--- config.mk ---
export PLATFORM = sky130hd
export DESIGN_NAME = imem_dmem_arb
export DESIGN_NICKNAME = d
export VERILOG_FILES = /design/src/rtl/imem_dmem_arb.sv
export SDC_FILE = /design/constraint.sdc
export NUM_CORES = 1
export LEC_CHECK = 0
export ABC_AREA = 1
export CAP_MARGIN = 10
export CORE_UTILIZATION = 44
export CTS_BUF_LIST = sky130_fd_sc_hd__clkbuf_2
export CTS_CLUSTER_SIZE = 16
export DETAILED_ROUTE_END_ITERATION = 7
export GPL_TIMING_DRIVEN = 1
export PLACE_DENSITY = 0.88
export SLEW_MARGIN = 20
export SYNTH_ARGS = -nofsm -noshare
export SYNTH_HDL_FRONTEND = slang
export SYNTH_SLANG_ARGS = --single-unit
--- constraint.sdc ---
create_clock -name clk -period 4.5 [get_ports clk]
set_input_delay 0.9 -clock clk [delete_from_list [all_inputs] [get_ports clk]]
set_output_delay 0.9 -clock clk [all_outputs]
set_load 0.01 [all_outputs]
--- src/rtl/imem_dmem_arb.sv ---
// -----------------------------------------------------------------------------
// imem_dmem_arb
//   Shares one single-ported memory bus between the fetch stage (instruction
//   reads) and the mem stage (data loads/stores). Only one bus transaction is
//   outstanding at a time. The mem stage normally wins, but after
//   MAX_MEM_WINS consecutive mem grants while fetch is waiting, fetch wins
//   once so it always makes forward progress. A fetch response whose address
//   no longer matches the live fetch request is dropped.
//
// Ports
//   clk, reset                      clock, synchronous active-high reset
//   ftch_imem_vld/addr              fetch read request (held or withdrawn)
//   imem_ftch_vld/data              fetch response, one-cycle pulse
//   mem_dmem_vld/we/addr/wdata/be   data request (held until response)
//   dmem_mem_vld/rdata              data response / store ack, one-cycle
//   arb_bus_vld/we/addr/wdata/be    bus request to the memory model
//   arb_bus_rdy                     bus accepts request when vld & rdy
//   bus_arb_vld/rdata               bus response, >=1 cycle after accept
// -----------------------------------------------------------------------------
module imem_dmem_arb #(
  parameter int MAX_MEM_WINS = 4
) (
  input  logic        clk,
  input  logic        reset,
  input  logic        ftch_imem_vld,
  input  logic [31:0] ftch_imem_addr,
  output logic        imem_ftch_vld,
  output logic [31:0] imem_ftch_data,
  input  logic        mem_dmem_vld,
  input  logic        mem_dmem_we,
  input  logic [31:0] mem_dmem_addr,
  input  logic [31:0] mem_dmem_wdata,
  input  logic [3:0]  mem_dmem_be,
  output logic        dmem_mem_vld,
  output logic [31:0] dmem_mem_rdata,
  output logic        arb_bus_vld,
  input  logic        arb_bus_rdy,
  output logic        arb_bus_we,
  output logic [31:0] arb_bus_addr,
  output logic [31:0] arb_bus_wdata,
  output logic [3:0]  arb_bus_be,
  input  logic        bus_arb_vld,
  input  logic [31:0] bus_arb_rdata
);

  localparam int CW = $clog2(MAX_MEM_WINS + 1);
  localparam logic [CW-1:0] STARVE_MAX = CW'(MAX_MEM_WINS);

  typedef enum logic [1:0] {
    ST_IDLE,
    ST_REQ,
    ST_WAIT
  } state_e;

  typedef enum logic {
    OWN_FTCH,
    OWN_MEM
  } owner_e;

  state_e        state_q, state_d;
  owner_e        owner_q, owner_d;
  logic [CW-1:0] starve_q, starve_d;
  logic [31:0]   tag_q, tag_d;
  logic [31:0]   faddr_q, faddr_d;

  owner_e        cur_owner;
  logic          req_vld;
  logic          accept;
  logic          pick_mem;
  logic [31:0]   issue_addr;
  logic          ftch_rsp;
  logic          mem_rsp;

  always_ff @(posedge clk) begin
    if (reset) begin
      state_q  <= ST_IDLE;
      owner_q  <= OWN_FTCH;
      starve_q <= '0;
      tag_q    <= '0;
      faddr_q  <= '0;
    end else begin
      state_q  <= state_d;
      owner_q  <= owner_d;
      starve_q <= starve_d;
      tag_q    <= tag_d;
      faddr_q  <= faddr_d;
    end
  end

  // Mem wins unless fetch has already been passed over MAX_MEM_WINS times.
  assign pick_mem = mem_dmem_vld && !((starve_q == STARVE_MAX) && ftch_imem_vld);

  always_comb begin
    state_d    = state_q;
    owner_d    = owner_q;
    starve_d   = starve_q;
    tag_d      = tag_q;
    faddr_d    = faddr_q;
    cur_owner  = owner_q;
    req_vld    = 1'b0;
    issue_addr = faddr_q;
    ftch_rsp   = 1'b0;
    mem_rsp    = 1'b0;

    unique case (state_q)
      ST_IDLE: begin
        // Arbitrate and drive the bus in the same cycle; the fetch address
        // is captured here so a later change cannot alter a pending request.
        if (ftch_imem_vld || mem_dmem_vld) begin
          req_vld    = 1'b1;
          cur_owner  = pick_mem ? OWN_MEM : OWN_FTCH;
          owner_d    = cur_owner;
          faddr_d    = ftch_imem_addr;
          issue_addr = ftch_imem_addr;
          state_d    = ST_REQ;
        end
      end
      ST_REQ: begin
        // Grant is sticky; a withdrawn fetch still completes on the bus.
        req_vld = 1'b1;
      end
      ST_WAIT: begin
        if (bus_arb_vld) begin
          state_d = ST_IDLE;
          if (owner_q == OWN_MEM) begin
            mem_rsp = 1'b1;
          end else begin
            ftch_rsp = ftch_imem_vld && (ftch_imem_addr == tag_q);
          end
        end
      end
      default: begin
        state_d = ST_IDLE;
      end
    endcase

    if (cur_owner == OWN_MEM) begin
      issue_addr = mem_dmem_addr;
    end

    accept = req_vld && arb_bus_rdy;
    if (accept) begin
      tag_d   = issue_addr;
      state_d = ST_WAIT;
    end

    if (!ftch_imem_vld) begin
      starve_d = '0;
    end else if (accept) begin
      if (cur_owner == OWN_FTCH) begin
        starve_d = '0;
      end else if (starve_q != STARVE_MAX) begin
        starve_d = starve_q + CW'(1);
      end
    end
  end

  // Outputs are forced low while reset is asserted, even mid-transaction.
  always_comb begin
    arb_bus_vld    = 1'b0;
    arb_bus_we     = 1'b0;
    arb_bus_addr   = '0;
    arb_bus_wdata  = '0;
    arb_bus_be     = '0;
    imem_ftch_vld  = 1'b0;
    imem_ftch_data = '0;
    dmem_mem_vld   = 1'b0;
    dmem_mem_rdata = '0;
    if (!reset) begin
      if (req_vld) begin
        arb_bus_vld  = 1'b1;
        arb_bus_addr = issue_addr;
        if (cur_owner == OWN_MEM) begin
          arb_bus_we    = mem_dmem_we;
          arb_bus_wdata = mem_dmem_wdata;
          arb_bus_be    = mem_dmem_be;
        end
      end
      if (ftch_rsp) begin
        imem_ftch_vld  = 1'b1;
        imem_ftch_data = bus_arb_rdata;
      end
      if (mem_rsp) begin
        dmem_mem_vld   = 1'b1;
        dmem_mem_rdata = bus_arb_rdata;
      end
    end
  end

endmodule

==> metrics.txt, run 1 <==
PwrDens=239 mW/mm^2; final hold slack=between 0.5 and 0.6 ns; DP Worst Slack=0.453 ns; f_max=249 MHz; Initial Utilization=between 40% and 50%; core box area=0.0110 mm^2; Final Net Count=between 1k and 1.5k; drt wl/cell=12.7 um; LEAKAGE=about 3.6 nW; GR Util met1=33.6%; Die Wd=109 um; total negative slack=0 ns; RSZ-0062 raised after global routing=false; hold_sp=starve_q[1]; dominant synthesized flop cell=dfxtp_1; pin count of the biggest net entering global routing=66; Finished Cell Area=0.00789 mm^2; Worst Tran Pin Value=0.518 ns; WP data arrival=3.12 ns; GR Util All Layers=between 20% and 30%; minimum clock period=4.02 ns; Worst Reg-to-Reg Cells=10; min-delay worst type=reg -> reg; initial DRC count=402; PnR worst setup slack=0.482 ns; total CTS buffers=9; Post-CTS Setup Bufs=0; most common cell after layout, fill and taps aside=clkdlybuf4s50_1; top cell type by total area after synthesis=dfxtp_1; number of diodes=0; global route total overflow=0; cts repair resizes=0; Final Wtd Congestion=between 0.8 and 0.9; Final Cycle Share=89.3%; Layout Cells excl Fill=1232; TritonCTS clock tree=built; Clock Path Buffers=2; post-DP HPWL=12.2 mm; Root Buffer=clkbuf_2; routed wire length=15.7 mm; number of flops mapped to enable cells by yosys=0; # IOs=275; RR Endpoint=tag_q[4]; status=finished clean; synthesized instance count=840; Reg clk slew, reported paths=between 0.15 and 0.2 ns; Post-DP Area=around 0.0078 mm^2; Seq cells post-synth=70; Die Span Y=109 um; top cells by area, synth=dfxtp_1 (28%), nand2_1 (16%), nor2_1 (11%); Worst Setup Start Kind=input port; setup violators final=0; final count of hold timing violations=0; I/O Buffers=between 200 and 300; hold depth=2; Post-route DRC=0; VDD IR max=0.138 mV; Post-CTS Hold Fix Bufs=0; CP Class=in -> out; max_cap viols=0; vias in the first global route=5042; asr flop ratio synth=0%; clock sinks=70; fraction of layout cells with a size suffix above 1=9.16%; Area Overhead vs Synth=56.5%; die area=0.0119 mm^2; via count=between 5k and 6k; Post-Syn Area=0.00504 mm^2; CP endpoint kind=output pin; most used routing layer=met2; vias per cell=around 4.7; Syn Nets=roughly 980; R2R setup slack=2.14 ns; GR Util met3=4.36%; DR pass1 iterations=5; sequential fraction of the synthesis area=27.8%; antenna-violating nets left=0; worst r2r src=state_q[0]; first-pass GRT wire length=around 24 mm; GR met2 Demand/Resource=42.5%; initial antenna violation count=0; Crit Path Max Fanout=33; H-tree Lvls=3; FP Rows=38; Yosys top cell area share=27.8%; most frequent cells in the layout=clkdlybuf4s50_1 (273), nand2_1 (209), nor2_1 (153); Relative slew margins=65.4%; Placed Cells incl. Taps=1216; Synth Area per Inst=around 6 um^2; Warnings, synthesis=0; post-synthesis cell type count=29; Clock Skew=0.0169 ns; WP data required=3.60 ns; Worst Hold End=starve_q[1]; Clock Latency Late Sink=0.51 ns; Slew Viols, Final=0
worst max path at each step:
stage / startpoint / end / slack (ns) / cells after the start
2_1_floorplan: ftch_imem_vld / arb_bus_addr[28] / 1.72 / 11
3_3_place_gp: ftch_imem_vld / imem_ftch_data[1] / 0.48 / 11
3_5_place_dp: ftch_imem_vld / imem_ftch_data[31] / 0.45 / 11
4_1_cts: ftch_imem_vld / imem_ftch_data[31] / 0.45 / 11
5_1_grt: ftch_imem_vld / imem_ftch_data[1] / 0.25 / 11
6_report: ftch_imem_vld / imem_ftch_data[0] / 0.48 / 11
critical path, cell delays in order:
cell             delay, ns
clkdlybuf4s50_1       0.48
inv_1                 0.06
nor2_1                0.21
nand2_1               0.08
nor2_1                0.09
nand2_1               0.05
nor2_1                0.11
nand3_2               0.09
buf_4                 0.29
nor3_1                0.19
clkdlybuf4s50_1       0.56
final cells by class:
| class | count | area, um^2 |
|---|---|---|
| Clock inverter | 6 | 76.3 |
| Tap cell | 140 | 175 |
| Multi-Input combinational cell | 565 | 2740 |
| Timing Repair Buffer | 287 | 2870 |
| Inverter | 154 | 578 |
| Sequential cell | 70 | 1400 |
| Clock buffer | 10 | 50.0 |
| Fill cell | 953 | 3090 |
synthesized netlist by cell type (4+ instances only):
library cell  number
o21ai_0           16
a21oi_1           27
o21ai_2           26
inv_1            151
o21ai_1           60
buf_4              5
nor3_2            29
nand2_1          209
nor3_1             4
buf_2             10
dfxtp_1           70
buf_6             15
clkbuf_1          18
o21bai_1           8
nand2_2            6
nor2_1           154
xnor2_1            7
through the flow:
step	util, %	total power, mW
global placement	70.7	1.49
floorplan	-	1.20
global route	71.8	2.01
detailed placement	70.7	1.50
finish	71.8	1.89
CTS	71.8	1.90
power by group:
| part | switching, mW | internal (mW) | total (mW) |
|---|---|---|---|
| Sequential | 0.0253 | 0.689 | 0.714 |
| Clock | 0.218 | 0.180 | 0.398 |
| Combinational | 0.420 | 0.355 | 0.775 |
routing by layer:
metal  wire length, um  vias to the layer above
met3               878                       26
met1              6880                     2544
met5                 0                        -
met4               305                        0
li1                  -                     3021
met2              7640                      187
registers in the layout, indices dropped and copies added (netlist names):
register	cells
tag_q	32
starve_q	3
faddr_q	32
state_q	2
owner_q	1
kinds of logic (layout without fill, tap and decap cells):
logic type,count (synthesis),in the layout,synth area share [%]
compound gates,139,139,16.2
xor+xnor,9,9,1.56
fa+ha+maj,2,2,0.496
buf+inv,205,457,18.1
flops,70,70,27.8
simple gates,415,415,35.8
Power figures use the tool's default switching activity.
==> run 2, diff against run 1 <==
--- a/config.mk
+++ b/config.mk
@@ -13,6 +13,7 @@
 export DETAILED_ROUTE_END_ITERATION = 7
 export GPL_TIMING_DRIVEN = 1
 export PLACE_DENSITY = 0.88
+export SKIP_LAST_GASP = 1
 export SLEW_MARGIN = 20
 export SYNTH_ARGS = -nofsm -noshare
 export SYNTH_HDL_FRONTEND = slang
==> results of run 2 <==
Same layout as run 1: the final DEF is identical, and so are final timing and power.
